==> config.mk <==
export PLATFORM = sky130hd
export DESIGN_NAME = cmp_search_ctrl
export DESIGN_NICKNAME = d
export VERILOG_FILES = /design/src/rtl/cmp_search_ctrl.sv
export SDC_FILE = /design/constraint.sdc
export NUM_CORES = 1
export LEC_CHECK = 0
export ABC_AREA = 1
export BUFFER_PORTS_ARGS = -buffer_cell sky130_fd_sc_hd__buf_2
export CORE_ASPECT_RATIO = 2
export CORE_UTILIZATION = 30
export DETAILED_ROUTE_END_ITERATION = 16
export PLACE_DENSITY_LB_ADDON = 0.25
export SYNTH_ARGS = -nofsm -noshare
export SYNTH_HDL_FRONTEND = slang
export SYNTH_SLANG_ARGS = --single-unit
==> constraint.sdc <==
create_clock -name clk -period 1.6 [get_ports clk]
set_input_delay 0.32 -clock clk [delete_from_list [all_inputs] [get_ports clk]]
set_output_delay 0.32 -clock clk [all_outputs]
set_load 0.01 [all_outputs]
==> src/rtl/cmp_search_ctrl.sv <==
// Binary-search initiator for an external combinational magnitude comparator.
// Drives guess onto the comparator B input and narrows [lo, hi] from the gt/eq/lt flags.
module cmp_search_ctrl #(
  parameter int W = 2
) (
  input  logic         clk,
  input  logic         rst,
  input  logic         start,
  input  logic         a_great_b,
  input  logic         a_equal_b,
  input  logic         a_less_b,
  output logic [W-1:0] guess,
  output logic         busy,
  output logic         done,
  output logic [W-1:0] found,
  output logic         err,
  output logic [7:0]   probes
);

  typedef enum logic {IDLE, PROBE} state_t;

  localparam logic [W:0] HI_INIT = {1'b0, {W{1'b1}}};
  localparam logic [W:0] ONE_EXT = {{W{1'b0}}, 1'b1};

  state_t       state_q, state_d;
  logic [W:0]   lo_q, lo_d, hi_q, hi_d;
  logic [W-1:0] guess_q, guess_d, found_q, found_d;
  logic         done_q, done_d, err_q, err_d;
  logic [7:0]   probes_q, probes_d;

  logic [W:0]   guess_ext, lo_nxt, hi_nxt;
  logic [1:0]   flag_cnt;

  // Midpoint taken at W+1 bits so lo+hi never overflows, then truncated to W.
  function automatic logic [W-1:0] midpoint(input logic [W:0] l, input logic [W:0] h);
    logic [W:0] s;
    s = l + h;
    return s[W:1];
  endfunction

  function automatic logic [7:0] sat_inc(input logic [7:0] p);
    return (p == 8'hFF) ? p : p + 8'd1;
  endfunction

  always_comb begin
    state_d   = state_q;
    lo_d      = lo_q;
    hi_d      = hi_q;
    guess_d   = guess_q;
    found_d   = found_q;
    err_d     = err_q;
    probes_d  = probes_q;
    done_d    = 1'b0;
    guess_ext = {1'b0, guess_q};
    lo_nxt    = guess_ext + ONE_EXT;
    hi_nxt    = guess_ext - ONE_EXT;
    flag_cnt  = {1'b0, a_great_b} + {1'b0, a_equal_b} + {1'b0, a_less_b};

    case (state_q)
      IDLE: begin
        if (start) begin
          lo_d     = '0;
          hi_d     = HI_INIT;
          guess_d  = midpoint('0, HI_INIT);
          probes_d = '0;
          found_d  = '0;
          err_d    = 1'b0;
          state_d  = PROBE;
        end
      end
      PROBE: begin
        probes_d = sat_inc(probes_q);
        // Every terminating branch latches the current guess and returns guess to 0.
        if (flag_cnt != 2'd1) begin
          err_d = 1'b1;
          done_d = 1'b1;
        end else if (a_equal_b) begin
          err_d = 1'b0;
          done_d = 1'b1;
        end else if (a_great_b) begin
          if (guess_ext == hi_q) begin
            err_d = 1'b1;
            done_d = 1'b1;
          end else begin
            lo_d    = lo_nxt;
            guess_d = midpoint(lo_nxt, hi_q);
          end
        end else begin
          if (guess_ext == lo_q) begin
            err_d = 1'b1;
            done_d = 1'b1;
          end else begin
            hi_d    = hi_nxt;
            guess_d = midpoint(lo_q, hi_nxt);
          end
        end
        if (done_d) begin
          found_d = guess_q;
          guess_d = '0;
          state_d = IDLE;
        end
      end
      default: state_d = IDLE;
    endcase
  end

  always_ff @(posedge clk or posedge rst) begin
    if (rst) begin
      state_q  <= IDLE;
      lo_q     <= '0;
      hi_q     <= '0;
      guess_q  <= '0;
      found_q  <= '0;
      done_q   <= 1'b0;
      err_q    <= 1'b0;
      probes_q <= '0;
    end else begin
      state_q  <= state_d;
      lo_q     <= lo_d;
      hi_q     <= hi_d;
      guess_q  <= guess_d;
      found_q  <= found_d;
      done_q   <= done_d;
      err_q    <= err_d;
      probes_q <= probes_d;
    end
  end

  assign guess  = guess_q;
  assign busy   = (state_q == PROBE);
  assign done   = done_q;
  assign found  = found_q;
  assign err    = err_q;
  assign probes = probes_q;

endmodule
; Yosys cells after proc, flatten, opt, wreduce, memory -nomap -nowiden
; Index checks and enable logic that the tools add are counted.
; Widths: inputs -> output; s select.
[word_totals]
out_inout_bits = 15
word_cells = 84
ram_bits = 0
rom_bits = 0
memories = 0
register_bits = 21
latch_bits = 0
[classes]
multipliers = 0
muxes = 43
n_reduce_logical = 6
n_shift = 0
n_addsub = 7
bitwise = 1
div = 0
n_eq_ne = 19
magnitude_cmp = 0
[op_table]
columns = cell, n
row1 = $mux 3, 10
row2 = $mux 2, 9
row3 = $mux 8, 2
row4 = $ne 2x2->1 const B, 8
row5 = $pmux 8 s2, 1
row6 = $mux 1, 15
row7 = $reduce_and 5->1, 3
row8 = $pmux 3 s2, 2
row9 = $ne 5x3->1 const B, 2
row10 = $add 8x1->8 const B, 1
row11 = $eq 8x8->1 const B, 1
row12 = $ne 4x3->1 const B, 2
row13 = $pmux 2 s2, 2
row14 = $add 3x3->3, 2
row15 = $eq 2x3->1, 2
row16 = $ne 3x2->1 const B, 2
row17 = $ne 2x1->1 const B, 2
row18 = $pmux 1 s2, 2
row19 = $reduce_and 2->1, 2
row20 = $add 2x1->3 const B, 1
row21 = $reduce_and 3->1, 1
row22 = $sub 2x1->3 const B, 1
row23 = $add 1x1->2, 1
row24 = $add 2x1->2, 1
row25 = $not 1->1, 1

; Logic depth before layout (Yosys ltp)
; Gate-level depths: netlist of the first run.
[depth]
ltp_word = 8
mapped_depth = 12

; Least setup slack after synthesis of the first run
; Ideal clock, no wire load.
[synth_path]
path_type = reg2reg
from = register guess_q[0] (netlist: guess[0])
to = register guess_q[1] (netlist: guess[1])
path_stages_with_launch = 13
arrival_ns = 1.751
slack_ns = -0.267
path_buffers = 0
synth_period_minus_slack_ns = 1.867
path_cell_list = dfrtp_1 inv_1 ha_1 inv_1 fa_1 inv_1 nand2_1 nand3_1 nand2_1 nor2_1 nor2_1 nand2_1 nand2_1
[synth_via]
elab_chain_len = 8
elab_cells_between_ends = 24
classes_between = add/sub (4) / eq/ne (6) / mux (13) / reduce/logical (1)
[synth_rtl]
columns = item, line_no
row1 = from (decl), 27  ; logic [W-1:0] guess_q, guess_d, found_q, found_d;
row2 = from (signal assigned), 121  ; guess_q <= guess_d;
row3 = "$sub 2x1->3, or another cell as far along", 56  ; hi_nxt = guess_ext - ONE_EXT;
row4 = "$add 3x3->3, or another cell as far along", 37  ; s = l + h;
row5 = "$mux 2, or another cell as far along", 89  ; if (guess_ext == lo_q) begin
row6 = $mux 2 or $mux 1 (tied branches), "80, 77"
row7 = $mux 2 or $mux 1 (tied branches), "77, 74"
row8 = $mux 2 or $mux 1 (tied branches), "74, 59"
row9 = "$mux 2, or another cell as far along", 97  ; if (done_d) begin
row10 = $pmux 2 s2 or $reduce_and 5->1 (tied branches), --
; Parallel ways exist; a longest one is shown, timed or not. The select of a mux whose other input is x is not followed.
; A chain may end at the register's enable or synchronous reset.

; Final worst setup path of the first run
; Ends and elaborated chain as after synthesis.

==> reports/qor.tcl, run 1 <==
set qor(clk_root_buffer_cell) {sky130_fd_sc_hd__clkbuf_8}
set qor(post_synth_instance_area_sq_mm) 0.00134
set qor(detailedRoute.firstIterationViolations) 20
set qor(power_switching_share) 0.395
set qor(placeable_core_region_sq_mm) 0.00430
set qor(gp_congestion) 0.895
set qor(cts_tree) {built}
set qor(io_pins) 21
set qor(timing.critical_path.from) {guess[0]}
set qor(die_x_um) 49.3
set qor(powerDensity_mw_per_mm2) 1070
set qor(num_vias) 1290
set qor(fin_util) 0.414
set qor(htreeDepth) 1
set qor(totalWireLength_mm) 3.70
set qor(failed_checks) {negative setup slack}
set qor(worst_slew_pin_slew_ps) 304
set qor(count_of_endpoints_failing_setup_in_the_final_report) 3
set qor(r2r-start) {guess[0]}
set qor(combinational_group_share_of_total_power) 0.452
set qor(cellLeakagePower_uw) 0.000910
set qor(detailedPlacementHpwl_mm) 2.91
set qor(post-route-worst-setup-slack_ps) -147
set qor(final_layout_net_count) 234
set qor(die_area_sq_mm) 0.00476
set qor(clk_transition_reported_paths_ps) 90
set qor(max_cap_viol_count) 0
set qor(whs_ps) 70.2
set qor(period_needed_ps) 1750
set qor(hold_violations) 0
set qor(critical_path_peak_fanout) 4
set qor(finish.instance_area_sq_mm) 0.00178
set qor(synth_cells) 176
set qor(startpoint_type) {flip-flop}
set qor(p_clk_frac) 0.195
set qor(hp-class) {input pin to asynchronous set/reset pin}
set qor(p_int_uw) 1150
set qor(clock_insertion_delay_at_the_later_pin_of_the_skew_report_ps) 270
set qor(postPlaceCellArea_sq_mm) 0.00164
set qor(max-clock-path-buffers) 2
set qor(cp.arrival_ps) 1950
set qor(yosys.cell_types.count) 22
set qor(diodes) 0
set qor(cts_hold_buf) 0
set qor(clock.fmax_mhz) 572
set qor(power.ir.vdd_worst_mv) 0.492
set qor(clkSinkCount) 21
set qor(criticalPathCategory) {flip-flop to flip-flop}
set qor(detail_route.first_pass.iterations) 4
set qor(track_usage) 0.162
set qor(grt.overflow.total) 0
set qor(drc_errors) 0
set qor(cts_buffers) 3
set qor(avgSynthCellArea_sq_um) 7.62
set qor(dp_slack_ps) -247
set qor(design_power_total_uw) 1900
set qor(register_area_share_after_synthesis) 0.392
set qor(finalCritPeriodShare) 1.09
set qor(grt_max_degree) 22
set qor(drive_gt1_frac) 0.397
set qor(power.switching_uw) 751
set qor(die_h_um) 96.6
set qor(route.antenna.remaining_nets) 0
set qor(p_seq_frac) 0.352
set qor(yosys_warnings) 0
set qor(run_status) {finished, violations left}
set qor(ys_ff_latch) 21
set qor(grt_antenna_before_repair) 0
set qor(initial_utilization) 0.312
set qor(slew_viol_final) 0
set qor(timing.clock.skew_ps) 4.93
set qor(synth.net_count) 190
set qor(slew_headroom) 0.797
set qor(placement.io_buffers) 20
set qor(drt-vias-per-instance) 4.73
set qor(rsz0062_at_grt) {true}
set qor(sort_of_element_at_the_end_of_the_critical_path) {flip-flop}
set qor(post_drt_wl_per_cell_um) 13.6
set qor(grt_pass1_vias) 1244
set qor(flow.area_growth_from_synthesis_pct) 32.6
set qor(crit_required_ps) 1810
set qor(rows) 34
set qor(first_pass_grt_wire_length_mm) 5.69
## final timing paths
path,slack [ps],to,cells past startpoint
worst max-delay path,-150,guess[1],11
worst min-delay path,70,err,3
worst max register to register,-150,guess[1],11
worst min register to register,490,found[0],2
max in group asynchronous,1280,guess[0],3
min in group clk,360,guess[1],4
## layer usage
metal	vias up	part of all wire	global-route usage
li1	642	-	-
met1	604	0.34	0.140
met2	31	0.59	0.339
met3	13	0.022	0.0125
met4	0	0.056	0.105
met5	-	0	0
## flip-flops by register name, indices dropped and copies added (netlist names)
signal and cells:
hi_q 3, done 1, lo_q 3, guess 2
found 2, probes 8, err 1, busy 1
## cell usage after synthesis
library cell               instances  share of area
sky130_fd_sc_hd__nand2_1          42           0.12
sky130_fd_sc_hd__inv_1            31          0.087
sky130_fd_sc_hd__nand3_1          22          0.082
sky130_fd_sc_hd__dfrtp_1          21           0.39
sky130_fd_sc_hd__nor2_1           13          0.036
sky130_fd_sc_hd__ha_1              5          0.047
sky130_fd_sc_hd__nand2_2           5          0.023
sky130_fd_sc_hd__o22ai_1           5          0.023
sky130_fd_sc_hd__nand4_1           4          0.019
sky130_fd_sc_hd__o21ai_1           4          0.015
sky130_fd_sc_hd__o21ai_2           4          0.026
sky130_fd_sc_hd__a21oi_1           3          0.011
sky130_fd_sc_hd__fa_1              3          0.045
sky130_fd_sc_hd__buf_2             2         0.0075
sky130_fd_sc_hd__inv_2             2         0.0056
sky130_fd_sc_hd__nand2_4           2          0.017
sky130_fd_sc_hd__nor2_2            2         0.0093
sky130_fd_sc_hd__xor2_1            2          0.013
sky130_fd_sc_hd__clkinv_4          1         0.0065
sky130_fd_sc_hd__nand3b_1          1         0.0056
sky130_fd_sc_hd__nor2_4            1         0.0084
sky130_fd_sc_hd__o21ai_0           1         0.0037
## kinds of logic (layout without fill, tap and decap cells)
logic type               after synthesis  in the layout  synth area share
AO/OA/AOI/OAI                         17             17            0.0793
XOR/XNOR                               2              2            0.0131
adder cells (fa/ha/maj)                8              8            0.0914
buffers and inverters                 36             79             0.106
flip-flops                            21             21             0.392
AND/OR/NAND/NOR                       92             92             0.318
## power groups by stage
| stage | logic, uW | clock network [uW] | registers (uW) |
|---|---|---|---|
| final | 859 | 371 | 668 |
| after global routing | 952 | 392 | 680 |
| after CTS | 818 | 382 | 669 |
| after detailed placement | 786 | 0 | 680 |
| after global placement | 787 | 0 | 679 |
| after floorplan | 448 | 0 | 716 |
## repair_timing
item / 4_1_cts / 5_1_grt
endpoints found under the setup margin: 2 / 11
resized for setup: 4 / 15
pin swaps: 2 / 9
buffers inserted: 1 / 4
## area by class of cell
type,count,area (sq um)
fillers,479,2520
multi-input cells,119,741
flip-flops and latches,21,528
repair buffers,41,258
inverters,34,138
well taps,54,67.6
clock buffers,3,41.3
clock inverters,1,5.00
## stage by stage
step,setup TNS (ps),instances
6_report,-161,273
5_1_grt,-504,273
4_1_cts,-163,269
3_5_place_dp,-2240,264
3_3_place_gp,-2180,264
2_1_floorplan,-54.8,176
## critical path: stages (launching register included)
cell,delay [ps]
sky130_fd_sc_hd__dfrtp_2,390
sky130_fd_sc_hd__inv_4,50
sky130_fd_sc_hd__ha_4,280
sky130_fd_sc_hd__inv_4,30
sky130_fd_sc_hd__fa_2,340
sky130_fd_sc_hd__inv_1,70
sky130_fd_sc_hd__nand2_2,50
sky130_fd_sc_hd__a21oi_2,110
sky130_fd_sc_hd__nor2_1,60
sky130_fd_sc_hd__nor2_2,150
sky130_fd_sc_hd__nand2_1,60
sky130_fd_sc_hd__nand2_1,70
## cell usage in the layout, fill, tap and decap left out, drive strengths merged
| cell type | n |
|---|---|
| nand2 | 49 |
| o22ai | 5 |
| dfrtp | 21 |
| fa | 3 |
| a21oi | 3 |
| xor2 | 2 |
| clkinv | 2 |
| ha | 5 |
| buf | 41 |
| nor2 | 16 |
| o21ai | 9 |
| inv | 33 |
| nand4 | 4 |
| nand3b | 1 |
| clkbuf | 3 |
| nand3 | 22 |
Note: power is estimated with default switching activity, not from simulation.
==> run 2, diff against run 1 <==
REMOVE_ABC_BUFFERS = 1   (was unset)
==> reports/qor.tcl, run 2 (synthesis gave the netlist of run 1 again) <==
set qor(run_status) {finished, violations left} ;# unchanged
set qor(failed_checks) {negative setup slack} ;# unchanged
set qor(clkSinkCount) 21 ;# unchanged
set qor(post_drt_wl_per_cell_um) 13.0 ;# was 13.6 um
set qor(totalWireLength_mm) 3.55 ;# was 3.70 mm
set qor(crit_chain) {inv_2, buf_6, ha_4, inv_1, nor2_1, nand3_1, nand2_2, nand2_1, o22ai_1} ;# was inv_4, ha_4, inv_4, fa_2, inv_1, nand2_2, a21oi_2, nor2_1, nor2_2, nand2_1, nand2_1
set qor(post-route-worst-setup-slack_ps) -127 ;# was -147 ps
set qor(critical_path_top_delay_cell) {sky130_fd_sc_hd__dfrtp_1} ;# was sky130_fd_sc_hd__dfrtp_2
set qor(p_int_uw) 1200 ;# was 1150 uW
set qor(final_instance_count_without_filler_cells) 272 ;# was 273
set qor(power_switching_share) 0.391 ;# was 0.395
set qor(combinational_group_share_of_total_power) 0.481 ;# was 0.452
set qor(globalRouteMet3Util) 0.0141 ;# was 0.0125
set qor(whs_ps) 72.3 ;# was 70.2 ps
set qor(final_layout_net_count) 233 ;# was 234
set qor(largest_register_ff_count) 8 ;# unchanged
set qor(drt-vias-per-instance) 4.72 ;# was 4.73
set qor(crit_required_ps) 1760 ;# was 1810 ps
set qor(cellLeakagePower_uw) 0.000927 ;# was 0.000910 uW
set qor(die_area_sq_mm) 0.00476 ;# unchanged
set qor(rsz0062_at_grt) {true} ;# unchanged
set qor(slew_headroom) 0.769 ;# was 0.797
set qor(clock_insertion_delay_at_the_later_pin_of_the_skew_report_ps) 260 ;# was 270 ps
set qor(p_seq_frac) 0.343 ;# was 0.352
set qor(clk_transition_reported_paths_ps) 80 ;# was 90 ps
set qor(detailedRoute.firstIterationViolations) 25 ;# was 20
set qor(die_h_um) 96.6 ;# unchanged
set qor(detailedPlacementHpwl_mm) 2.81 ;# was 2.91 mm
set qor(power.switching_uw) 770 ;# was 751 uW
set qor(first_pass_grt_wire_length_mm) 5.91 ;# was 5.69 mm
set qor(period_needed_ps) 1730 ;# was 1750 ps
set qor(clock.fmax_mhz) 579 ;# was 572 MHz
set qor(finalSetupTns_ps) -784 ;# was -161 ps
set qor(numPlacedInstances) 265 ;# was 264
set qor(slowest_delay_ps) 370 ;# was 390 ps
set qor(placement.io_buffers) 20 ;# unchanged
set qor(max-clock-path-buffers) 2 ;# unchanged
set qor(cts_buffers) 3 ;# unchanged
set qor(grt_antenna_before_repair) 0 ;# unchanged
set qor(cp.arrival_ps) 1880 ;# was 1950 ps
set qor(top_library_cells_by_usage_in_the_layout_fill_and_taps_aside) {sky130_fd_sc_hd__nand2_1 (39), sky130_fd_sc_hd__inv_1 (24), sky130_fd_sc_hd__dfrtp_1 (21), sky130_fd_sc_hd__buf_2 (20), sky130_fd_sc_hd__nand3_1 (18)} ;# was sky130_fd_sc_hd__nand2_1 (39), sky130_fd_sc_hd__inv_1 (26), sky130_fd_sc_hd__buf_4 (21), sky130_fd_sc_hd__buf_2 (20), sky130_fd_sc_hd__dfrtp_1 (19)
set qor(slew_viol_final) 0 ;# unchanged
set qor(power.ir.vdd_worst_mv) 0.410 ;# was 0.492 mV
set qor(critical_path_peak_fanout) 7 ;# was 4
set qor(grtUsageMet1) 0.162 ;# was 0.140
set qor(p_clk_frac) 0.176 ;# was 0.195
set qor(worst_slew_pin_slew_ps) 347 ;# was 304 ps
set qor(gp_congestion) 0.847 ;# was 0.895
set qor(detail_route.first_pass.iterations) 4 ;# unchanged
set qor(io_pins) 21 ;# unchanged
set qor(initial_utilization) 0.312 ;# unchanged
set qor(layout.cells.most_common) {sky130_fd_sc_hd__nand2_1} ;# unchanged
set qor(hold_violations) 0 ;# unchanged
set qor(fillCellCount) 463 ;# was 479
set qor(num_vias) 1283 ;# was 1290
set qor(htreeDepth) 1 ;# unchanged
set qor(regToRegSetupSlack_ps) -130 ;# was -150 ps
set qor(placeable_core_region_sq_mm) 0.00430 ;# unchanged
set qor(clk_root_buffer_cell) {sky130_fd_sc_hd__clkbuf_8} ;# unchanged
set qor(fin_util) 0.420 ;# was 0.414
set qor(grt.overflow.total) 0 ;# unchanged
set qor(rows) 34 ;# unchanged
set qor(startpoint_type) {flip-flop} ;# unchanged
set qor(die_x_um) 49.3 ;# unchanged
set qor(grt_pass1_vias) 1289 ;# was 1244
set qor(hp-class) {input pin to asynchronous set/reset pin} ;# unchanged
set qor(drc_errors) 0 ;# unchanged
set qor(busiest_layer) {met2} ;# unchanged
set qor(cts_hold_buf) 0 ;# unchanged
set qor(flow.area_growth_from_synthesis_pct) 34.5 ;# was 32.6%
set qor(sort_of_element_at_the_end_of_the_critical_path) {flip-flop} ;# unchanged
set qor(criticalPathCategory) {flip-flop to flip-flop} ;# unchanged
set qor(finalCritPeriodShare) 1.08 ;# was 1.09
set qor(drive_gt1_frac) 0.390 ;# was 0.397
set qor(track_usage) 0.169 ;# was 0.162
set qor(diodes) 0 ;# unchanged
set qor(powerDensity_mw_per_mm2) 1090 ;# was 1070 mW/mm^2
set qor(grt_max_degree) 22 ;# unchanged
set qor(route.antenna.remaining_nets) 0 ;# unchanged
set qor(timing.clock.skew_ps) 3.37 ;# was 4.93 ps
set qor(cts_tree) {built} ;# unchanged
set qor(count_of_endpoints_failing_setup_in_the_final_report) 7 ;# was 3
set qor(max_cap_viol_count) 0 ;# unchanged
set qor(global_route.usage.met2) 0.324 ;# was 0.339
run 2: cell types whose count changed in the layout (fill, tap and decap cells not counted), sizes merged:
cell  delta
buf      -1
run 2: what timing repair did:
action / in CTS / in global routing
pin swaps: 13 / 9
setup buffers: 1 / 2
setup endpoints to repair: 12 / 13
hold endpoints to repair: 0 / 0
gates resized for setup: 16 / 16
run 2: stage by stage:
step / area, sq um / worst slack (ps) / power (uW)
after floorplan: 1330 / -267 / 1120
after global placement: 1630 / -237 / 1430
after detailed placement: 1630 / -269 / 1440
after CTS: 1740 / -152 / 1900
after global routing: 1800 / -255 / 2140
final: 1800 / -127 / 1970
run 2: worst paths after layout:
check / from / cells after the start / to
worst max-delay path: guess[0] / 9 / lo_q[2]
worst max register to register: guess[0] / 9 / lo_q[2]
worst min-delay path: rst / 3 / probes[6]
worst min register to register: found[1] / 2 / found[1]
min in group clk: start / 4 / guess[1]
max in group asynchronous: rst / 3 / lo_q[1]
run 2: worst max-delay path: cells and delay by family (launching register included):
kind | cells | cell delay, ps
and+or+nand+nor | 4 | 580
DFF | 1 | 370
AOI/OAI and AO/OA | 1 | 200
buffers and inverters | 3 | 240
adders and majority gates | 1 | 240
run 2: metal layers:
metal / vias to the layer above / part of all wire
li1: 640 / -
met1: 602 / 0.35
met2: 29 / 0.58
met3: 12 / 0.019
met4: 0 / 0.049
met5: - / 0
run 2: layout make-up:
cell class	instances	area, sq um	area share
inverters	34	135	0.0749
clock inverters	1	5.00	0.00277
well taps	54	67.6	0.0374
repair buffers	40	262	0.145
clock buffers	3	41.3	0.0229
multi-input cells	119	768	0.426
flip-flops and latches	21	526	0.291
run 2: power by group through the flow:
stage / Combinational [uW] / Sequential, uW / Clock (uW)
6_report: 948 / 675 / 347
5_1_grt: 1070 / 686 / 385
4_1_cts: 863 / 675 / 363
3_5_place_dp: 754 / 681 / 0
3_3_place_gp: 748 / 682 / 0
2_1_floorplan: 399 / 718 / 0
==> run 3, diff against run 2 <==
MAX_ROUTING_LAYER = met4   (was unset)
==> reports/qor.tcl, run 3 (synthesis gave the netlist of run 1 again) <==
set qor(critical_path_peak_fanout) 7 ;# unchanged
set qor(flow.area_growth_from_synthesis_pct) 34.5 ;# unchanged
set qor(cts_buffers) 3 ;# unchanged
set qor(cellLeakagePower_uw) 0.000927 ;# unchanged
set qor(clkSinkCount) 21 ;# unchanged
set qor(track_usage) 0.173 ;# was 0.169
set qor(cp.arrival_ps) 1880 ;# about the same
set qor(whs_ps) 72.0 ;# was 72.3 ps
set qor(worst_slew_pin_slew_ps) 361 ;# was 347 ps
set qor(slowest_delay_ps) 370 ;# about the same
set qor(slew_headroom) 0.759 ;# was 0.769
set qor(finalCritPeriodShare) 1.08 ;# about the same
set qor(drive_gt1_frac) 0.390 ;# unchanged
set qor(layout.cells.most_common) {sky130_fd_sc_hd__nand2_1} ;# unchanged
set qor(startpoint_type) {flip-flop} ;# unchanged
set qor(die_x_um) 49.3 ;# unchanged
set qor(clk_root_buffer_cell) {sky130_fd_sc_hd__clkbuf_8} ;# unchanged
set qor(timing.reg2reg.worst_path_depth) 9 ;# unchanged
set qor(io_pins) 21 ;# unchanged
set qor(fin_util) 0.420 ;# unchanged
set qor(placeable_core_region_sq_mm) 0.00430 ;# unchanged
set qor(detailedRoute.firstIterationViolations) 22 ;# was 25
set qor(rsz0062_at_grt) {true} ;# unchanged
set qor(hp-class) {input pin to asynchronous set/reset pin} ;# unchanged
set qor(criticalPathCategory) {flip-flop to flip-flop} ;# unchanged
set qor(detail_route.first_pass.iterations) 4 ;# unchanged
set qor(hold_violations) 0 ;# unchanged
set qor(timing.rr.end) {lo_q[1]} ;# was lo_q[2]
set qor(failed_checks) {negative setup slack} ;# unchanged
set qor(grt_antenna_before_repair) 0 ;# unchanged
set qor(detailedPlacementHpwl_mm) 2.81 ;# unchanged
set qor(max-clock-path-buffers) 2 ;# unchanged
set qor(p_seq_frac) 0.343 ;# about the same
set qor(largest_register_ff_count) 8 ;# unchanged
set qor(grt.overflow.total) 0 ;# unchanged
set qor(clock.fmax_mhz) 579 ;# about the same
set qor(placement.io_buffers) 20 ;# unchanged
set qor(clk_transition_reported_paths_ps) 80 ;# about the same
set qor(final_layout_net_count) 233 ;# unchanged
set qor(gp_congestion) 0.860 ;# was 0.847
set qor(rows) 34 ;# unchanged
set qor(power.switching_uw) 771 ;# was 770 uW
set qor(totalWireLength_mm) 3.55 ;# about the same
set qor(grt_max_degree) 22 ;# unchanged
set qor(r2r-start) {guess[0]} ;# unchanged
set qor(power.ir.vdd_worst_mv) 0.410 ;# about the same
set qor(diodes) 0 ;# unchanged
set qor(critical_path_top_delay_cell) {sky130_fd_sc_hd__dfrtp_1} ;# unchanged
set qor(drc_errors) 0 ;# unchanged
set qor(run_status) {finished, violations left} ;# unchanged
set qor(die_h_um) 96.6 ;# unchanged
set qor(crit_chain) {inv_2, buf_6, ha_4, inv_1, nor2_1, nand3_1, nand2_2, nand2_1, o22ai_1} ;# unchanged
set qor(powerDensity_mw_per_mm2) 1090 ;# about the same
set qor(design_power_total_uw) 1970 ;# about the same
set qor(finish.instance_area_sq_mm) 0.00180 ;# unchanged
set qor(cts_tree) {built} ;# unchanged
set qor(slew_viol_final) 0 ;# unchanged
set qor(period_needed_ps) 1730 ;# about the same
set qor(drt-vias-per-instance) 4.69 ;# was 4.72
set qor(first_pass_grt_wire_length_mm) 5.90 ;# was 5.91 mm
set qor(num_vias) 1276 ;# was 1283
set qor(timing.clock.skew_ps) 3.84 ;# was 3.37 ps
set qor(max_cap_viol_count) 0 ;# unchanged
set qor(postPlaceCellArea_sq_mm) 0.00163 ;# unchanged
set qor(power_switching_share) 0.391 ;# about the same
set qor(post_drt_wl_per_cell_um) 13.1 ;# was 13.0 um
set qor(p_clk_frac) 0.176 ;# about the same
set qor(route.antenna.remaining_nets) 0 ;# unchanged
set qor(grt_pass1_vias) 1291 ;# was 1289
set qor(count_of_endpoints_failing_setup_in_the_final_report) 7 ;# unchanged
set qor(finalSetupTns_ps) -778 ;# was -784 ps
set qor(die_area_sq_mm) 0.00476 ;# unchanged
set qor(post-route-worst-setup-slack_ps) -126 ;# was -127 ps
set qor(p_int_uw) 1200 ;# about the same
set qor(clock_insertion_delay_at_the_later_pin_of_the_skew_report_ps) 260 ;# about the same
set qor(crit_required_ps) 1760 ;# about the same
set qor(htreeDepth) 1 ;# unchanged
set qor(regToRegSetupSlack_ps) -130 ;# about the same
set qor(initial_utilization) 0.312 ;# unchanged
set qor(top_library_cells_by_usage_in_the_layout_fill_and_taps_aside) {sky130_fd_sc_hd__nand2_1 (39), sky130_fd_sc_hd__inv_1 (24), sky130_fd_sc_hd__dfrtp_1 (21), sky130_fd_sc_hd__buf_2 (20), sky130_fd_sc_hd__nand3_1 (18)} ;# unchanged
set qor(combinational_group_share_of_total_power) 0.481 ;# about the same
set qor(sort_of_element_at_the_end_of_the_critical_path) {flip-flop} ;# unchanged
[run 3: cell counts in the layout (fill, tap and decap cells not counted)]
Identical to the previous run, type by type.
[run 3: metrics by stage]
stage | instances | worst slack, ps
6_report | 272 | -126
5_1_grt | 272 | -255
4_1_cts | 270 | -152
3_5_place_dp | 265 | -269
3_3_place_gp | 265 | -237
2_1_floorplan | 174 | -267
[run 3: worst max path at each step]
| stage | startpoint | endpoint | slack (ps) | depth (start not counted) |
|---|---|---|---|---|
| 2_1_floorplan | guess[0] | guess[1] | -270 | 12 |
| 3_3_place_gp | guess[0] | guess[1] | -240 | 11 |
| 3_5_place_dp | guess[0] | guess[1] | -270 | 11 |
| 4_1_cts | guess[0] | guess[1] | -150 | 13 |
| 5_1_grt | guess[0] | lo_q[1] | -260 | 9 |
| 6_report | guess[0] | lo_q[1] | -130 | 9 |
[run 3: power groups by stage]
stage                     clock network (uW)  registers [uW]  logic, uW
after floorplan                            0             718        399
after global placement                     0             682        748
after detailed placement                   0             681        754
after CTS                                363             675        863
after global routing                     385             686       1070
final                                    348             676        948
[run 3: final cells by class]
| class | count | area, sq um |
|---|---|---|
| Multi-Input combinational cell | 119 | 768 |
| Fill cell | 463 | 2490 |
| Timing Repair Buffer | 40 | 262 |
| Clock buffer | 3 | 41.3 |
| Inverter | 34 | 135 |
| Clock inverter | 1 | 5.00 |
| Sequential cell | 21 | 526 |
| Tap cell | 54 | 67.6 |
[run 3: critical path, delay by kind of cell, from the launching register on]
kind            cells  cell delay, ps
compound gates      1             200
flops               1             370
buf+inv             3             240
simple gates        4             560
fa+ha+maj           1             240
[run 3: what timing repair did]
action / 4_1_cts / 5_1_grt
buffers inserted: 1 / 2
endpoints found under the setup margin: 12 / 13
hold buffers: 0 / 0
gates resized for setup: 16 / 16
pin swaps: 13 / 9
cloned: 0 / 0
[run 3: metal layers]
metal  GRT usage  part of all wire  vias to the layer above
met5           -                 0                        -
met4       0.130             0.047                        0
met3      0.0141             0.019                       14
met2       0.325              0.58                       27
met1       0.160              0.35                      596
li1            -                 -                      639
